==> src/rtl/serial_subtractor_if.sv <==
`default_nettype none
// +----------------------------------------------------------------------+
// | serial_subtractor_if : start/done handshake and result bus           |
// | Revision 1.0                                                         |
// +----------------------------------------------------------------------+
interface serial_subtractor_if #(
  parameter int WIDTH = 6
);
  logic             start;
  logic [WIDTH-1:0] x;
  logic [WIDTH-1:0] y;
  logic             b_in;
  logic             busy;
  logic             done;
  logic [WIDTH-1:0] diff;
  logic             b_out;
  logic             overflow;

  modport master (
    output start, x, y, b_in,
    input  busy, done, diff, b_out, overflow
  );

  modport slave (
    input  start, x, y, b_in,
    output busy, done, diff, b_out, overflow
  );
endinterface
`default_nettype wire

==> src/rtl/serial_subtractor.sv <==
`default_nettype none
// +----------------------------------------------------------------------+
// | serial_subtractor : bit-serial x - y - b_in, LSB first, one bit/clk  |
// | Revision 1.0                                                         |
// +----------------------------------------------------------------------+
module serial_subtractor #(
  parameter int WIDTH = 6
) (
  input  logic clk,
  input  logic rst_n,
  serial_subtractor_if.slave bus
);

  localparam int            CW   = $clog2(WIDTH + 1);
  localparam logic [CW-1:0] LAST = CW'(WIDTH - 1);

  typedef enum logic [1:0] {
    IDLE  = 2'd0,
    SHIFT = 2'd1,
    DONE  = 2'd2
  } state_t;

  state_t           state;
  state_t           state_next;

  logic [WIDTH-1:0] x_sr;
  logic [WIDTH-1:0] y_sr;
  logic [WIDTH-1:0] work;
  logic [WIDTH-1:0] work_next;
  logic [CW-1:0]    count;
  logic             borrow;
  logic             x_sign;
  logic             y_sign;
  logic [WIDTH-1:0] diff_r;
  logic             b_out_r;
  logic             overflow_r;

  logic             a;
  logic             b;
  logic             d;
  logic             br_next;
  logic             load;
  logic             step;
  logic             commit;

  always_ff @(posedge clk) begin
    if (!rst_n) begin
      state <= IDLE;
    end else begin
      state <= state_next;
    end
  end

  always_comb begin
    state_next = state;
    load       = 1'b0;
    step       = 1'b0;
    commit     = 1'b0;
    case (state)
      IDLE: begin
        if (bus.start) begin
          load       = 1'b1;
          state_next = SHIFT;
        end
      end
      SHIFT: begin
        step = 1'b1;
        if (count == LAST) begin
          commit     = 1'b1;
          state_next = DONE;
        end
      end
      DONE:    state_next = IDLE;
      default: state_next = IDLE;
    endcase
  end

  // One full-subtractor cell; the difference bit enters the work register at the MSB.
  always_comb begin
    a         = x_sr[0];
    b         = y_sr[0];
    d         = a ^ b ^ borrow;
    br_next   = (~a & b) | (~(a ^ b) & borrow);
    work_next = {d, work[WIDTH-1:1]};
  end

  always_ff @(posedge clk) begin
    if (!rst_n) begin
      x_sr       <= '0;
      y_sr       <= '0;
      work       <= '0;
      count      <= '0;
      borrow     <= 1'b0;
      x_sign     <= 1'b0;
      y_sign     <= 1'b0;
      diff_r     <= '0;
      b_out_r    <= 1'b0;
      overflow_r <= 1'b0;
    end else if (load) begin
      x_sr   <= bus.x;
      y_sr   <= bus.y;
      work   <= '0;
      count  <= '0;
      borrow <= bus.b_in;
      x_sign <= bus.x[WIDTH-1];
      y_sign <= bus.y[WIDTH-1];
    end else if (step) begin
      x_sr   <= x_sr >> 1;
      y_sr   <= y_sr >> 1;
      work   <= work_next;
      borrow <= br_next;
      count  <= count + 1'b1;
      // Sign bits come from the start-time copies; the shift registers are empty by now.
      if (commit) begin
        diff_r     <= work_next;
        b_out_r    <= br_next;
        overflow_r <= (x_sign != y_sign) && (work_next[WIDTH-1] != x_sign);
      end
    end
  end

  assign bus.busy     = (state != IDLE);
  assign bus.done     = (state == DONE);
  assign bus.diff     = diff_r;
  assign bus.b_out    = b_out_r;
  assign bus.overflow = overflow_r;

endmodule
`default_nettype wire

==> src/flat_wrapper.sv <==
// flat-port wrapper written by rule: the top's interface ports become plain ports
module serial_subtractor_flat 
#(
  parameter int WIDTH = 6
)
  (clk, rst_n, bus_start, bus_x, bus_y, bus_b_in, bus_busy, bus_done, bus_diff, bus_b_out, bus_overflow);
  serial_subtractor_if #(.WIDTH(WIDTH)) bus_i ();
  input  logic clk;
  input  logic rst_n;
  input wire logic [$bits(bus_i.start)-1:0] bus_start;
  input wire logic [$bits(bus_i.x)-1:0] bus_x;
  input wire logic [$bits(bus_i.y)-1:0] bus_y;
  input wire logic [$bits(bus_i.b_in)-1:0] bus_b_in;
  output wire logic [$bits(bus_i.busy)-1:0] bus_busy;
  output wire logic [$bits(bus_i.done)-1:0] bus_done;
  output wire logic [$bits(bus_i.diff)-1:0] bus_diff;
  output wire logic [$bits(bus_i.b_out)-1:0] bus_b_out;
  output wire logic [$bits(bus_i.overflow)-1:0] bus_overflow;
  assign bus_i.start = bus_start;
  assign bus_i.x = bus_x;
  assign bus_i.y = bus_y;
  assign bus_i.b_in = bus_b_in;
  assign bus_busy = bus_i.busy;
  assign bus_done = bus_i.done;
  assign bus_diff = bus_i.diff;
  assign bus_b_out = bus_i.b_out;
  assign bus_overflow = bus_i.overflow;
  serial_subtractor #(.WIDTH(WIDTH)) u_core (.clk(clk), .rst_n(rst_n), .bus(bus_i));
endmodule
==> config.mk <==
export PLATFORM = sky130hd
export DESIGN_NAME = serial_subtractor_flat
export DESIGN_NICKNAME = d
export VERILOG_FILES = /design/src/rtl/serial_subtractor_if.sv /design/src/rtl/serial_subtractor.sv /design/src/flat_wrapper.sv
export SDC_FILE = /design/constraint.sdc
export NUM_CORES = 1
export LEC_CHECK = 0
export CELL_PAD_IN_SITES_DETAIL_PLACEMENT = 1
export CELL_PAD_IN_SITES_GLOBAL_PLACEMENT = 1
export CORE_MARGIN = 3
export CORE_UTILIZATION = 25
export CTS_BUF_LIST = sky130_fd_sc_hd__clkbuf_8
export CTS_CLUSTER_SIZE = 28
export DETAILED_ROUTE_END_ITERATION = 6
export PLACE_DENSITY = 0.6
export SYNTH_ARGS = -nofsm -noshare
export SYNTH_HDL_FRONTEND = slang
export SYNTH_SLANG_ARGS = --single-unit
==> constraint.sdc <==
create_clock -name clk -period 1.6 [get_ports clk]
set_clock_uncertainty 0.15 [all_clocks]
set_input_delay 0.4 -clock clk [delete_from_list [all_inputs] [get_ports clk]]
set_output_delay 0.4 -clock clk [all_outputs]
set_load 0.05 [all_outputs]
==> run metrics <==
Post-Layout Inst Area=2080 sq um; most frequent cells in the layout=dfxtp_1, nand2_1, a21oi_1; diodes inserted=0; largest net degree at the start of global routing=20; hold endpoint=u_core.x_sr[1]$_SDFFE_PN0P_; DRT Wirelength=approximately 3600 um; routability cong.=between 0.7 and 0.8; failing checks=setup timing; Cell variety after synth=31; Final Hold Viols=0; top-area cell type share of the netlist area=between 40% and 50%; GRT Util Overall=between 10% and 20%; Residual DRC=0; Synthesized Nets=175; min-delay src=u_core.x_sr[2]$_SDFFE_PN0P_; crit-path max FO=2; die area=6490 sq um; maximum clock rate=604 MHz; clock latency on the worst-skew pair=roughly 280 ps; buffers plus inverters on the worst setup path=1; outcome=finished with violations; unrepaired setup endpoints after global routing=true; Post-DP Area=1910 sq um; hold path depth=2; Min Clock Period, post-route=1650 ps; Starting Density=a little over a quarter; number of port buffers=25; R2R setup slack=-50 ps; Avg Inst Size Synth=around 8.9 sq um; synthesized flop and latch total=33; Startpoint Class=flip-flop; initial antenna violation count=0; maximum vdd drop=0.301 mV; mapped cell area=1390 sq um; Max Cap Viol=0; drt wl/cell=around 14 um; worst path arrival time=1710 ps; Post-Route Utilization=approximately 40%; Clk Tree Root Cell=clkbuf_8; CTS sink count=33; Slowest-stage cell, CP=fa_1; biggest cell delay along the critical path=roughly 530 ps; Synth warnings=0; Post-Syn Instances=156; Clock transition at path regs=around 60 ps; reg2reg path depth=4; # nets final=roughly 220; cell family with most CP delay=adder cells; CTS Buf Count=5; share of layout cells above drive strength 1=between 20% and 30%; H-tree depth=2; worst path required time=around 1700 ps; Area contributors post-synth=dfxtp_1, a21oi_1, nand2_1, nor2b_1, mux2i_1; CP Cell Sequence=inv_2 > fa_1 > or3b_4 > a31oi_4; Worst-Margin Slew=between 200 and 250 ps; PwrDens=roughly 870 nW/um^2; Final Hold Slack=306 ps; leading area contributor after synthesis=dfxtp_1; CTS tree=built; global-route wire length before repair=5910 um; Rel. slew slack=between 80% and 90%; setup ws final=-54.9 ps; Die H=80.6 um; Synth-to-Final Area Change=49.3%; worst r2r src=u_core.borrow$_SDFFE_PN0P_; DRT antenna net count=0; global route total overflow=0; WP depth=4; worst min path class=flip-flop to flip-flop; leakage power=slightly below 0.8 nW; 1st-iter DRT viols=39; Max clock buf depth=2; Seq/Total Area, Yosys=a little under half; worst reg2reg endpoint=u_core.bus.overflow$_SDFFE_PN0P_; Pins Over Slew Limit=0; # IOs=26; vias in the first global route=1230; DIE WIDTH=80.6 um; site row count=26; endpoint class of the critical path=flip-flop; detailed-route via count=between 1000 and 1500; commonest non-fill, non-tap cell in the layout=dfxtp_1; CP Class=flip-flop to flip-flop; hpwl dp=roughly 2600 um; fin crit share=103%; Initial DRT Pass Iterations=4; Vias per Instance=about 4.7; Finish-stage setup viols=1; Core Area=roughly 5200 sq um
[state kept, by name (all words and copies together), names as in the netlist]
register and count:
u_core.x_sr 6, u_core.bus.b_out 1, u_core.y_sign 1, u_core.work 5
u_core.x_sign 1, u_core.bus.overflow 1, u_core.bus.diff 6, u_core.count 3
u_core.borrow 1, u_core.y_sr 6, u_core.state 2
[worst max path at each step]
| stage | from | endpoint | slack, ps |
|---|---|---|---|
| after CTS | u_core.y_sr[0]$_SDFFE_PN0P_ | u_core.bus.overflow$_SDFFE_PN0P_ | -50 |
| after global placement | bus_start | u_core.x_sr[4]$_SDFFE_PN0P_ | -280 |
| final | u_core.borrow$_SDFFE_PN0P_ | u_core.bus.overflow$_SDFFE_PN0P_ | -50 |
| after global routing | u_core.borrow$_SDFFE_PN0P_ | u_core.bus.overflow$_SDFFE_PN0P_ | -90 |
| after floorplan | u_core.borrow$_SDFFE_PN0P_ | u_core.bus.overflow$_SDFFE_PN0P_ | 3 |
| after detailed placement | bus_start | u_core.y_sr[4]$_SDFFE_PN0P_ | -310 |
[cells in the mapped netlist (all sizes together)]
cell and instances:
a211oi 1, a21boi 4, a21oi 25, a31oi 1
and2 1, and4b 1, buf 8, clkbuf 2
dfxtp 33, fa 1, ha 2, inv 3
mux2i 6, nand2 26, nand2b 1, nand3b 2
nor2 7, nor2b 10, nor3b 2, o211a 1
o21a 1, o21ai 9, o21bai 1, o221a 3
or2 1, or3b 2, xnor2 1, xor2 1
[layout make-up]
| type | instances | area (sq um) |
|---|---|---|
| Fill cell | 601 | 3160 |
| Multi-Input combinational cell | 110 | 696 |
| Sequential cell | 33 | 673 |
| Timing Repair Buffer | 43 | 522 |
| Tap cell | 70 | 87.6 |
| Clock buffer | 6 | 82.6 |
| Inverter | 3 | 11.3 |
| Clock inverter | 1 | 3.75 |
[where the power goes]
group | total [W] | leakage, nW | switching, W | internal [W]
Combinational | 0.000294 | 0.463 | 0.000139 | 0.000155
Sequential | 0.000891 | 0.272 | 0.0000291 | 0.000861
Clock | 0.000613 | 0.0485 | 0.000278 | 0.000334
Total | 0.00180 | 0.784 | 0.000446 | 0.00135
[cells by family after synthesis]
logic type	synth area share (%)
adder cells (fa/ha/maj)	3.24
multiplexers	4.32
flip-flops	47.5
buffers and inverters	4.77
AO/OA/AOI/OAI	19.6
AND/OR/NAND/NOR	19.3
XOR/XNOR	1.26
[routing by layer]
| layer | vias up | share of wire, % | GRT usage (%) |
|---|---|---|---|
| met1 | 607 | 43 | 14.3 |
| met4 | 0 | 0.55 | 3.89 |
| li1 | 609 | - | - |
| met3 | 2 | 3.0 | 4.71 |
| met5 | - | 0 | 0 |
| met2 | 19 | 53 | 20.0 |
[worst register-to-register path, cell delays in order, from the launching register on]
cell,delay (ps)
dfxtp_2,330
inv_2,40
fa_1,530
or3b_4,410
a31oi_4,130
[stage by stage]
step	instances	setup WS (ps)	setup TNS (ps)	total power, W
floorplan	156	2.95	0	0.00105
global placement	255	-276	-5420	0.00117
detailed placement	255	-309	-5870	0.00118
CTS	262	-51.2	-61.8	0.00182
global route	266	-85.1	-110	0.00190
finish	266	-54.9	-54.9	0.00180
[timing repair]
item	4_1_cts	5_1_grt
gates resized for setup	8	10
pin swaps	2	2
gates cloned	0	1
endpoints found under the setup margin	6	19
hold buffers	0	0
buffers inserted	0	3
No activity file was read; power rests on OpenSTA's default activity.
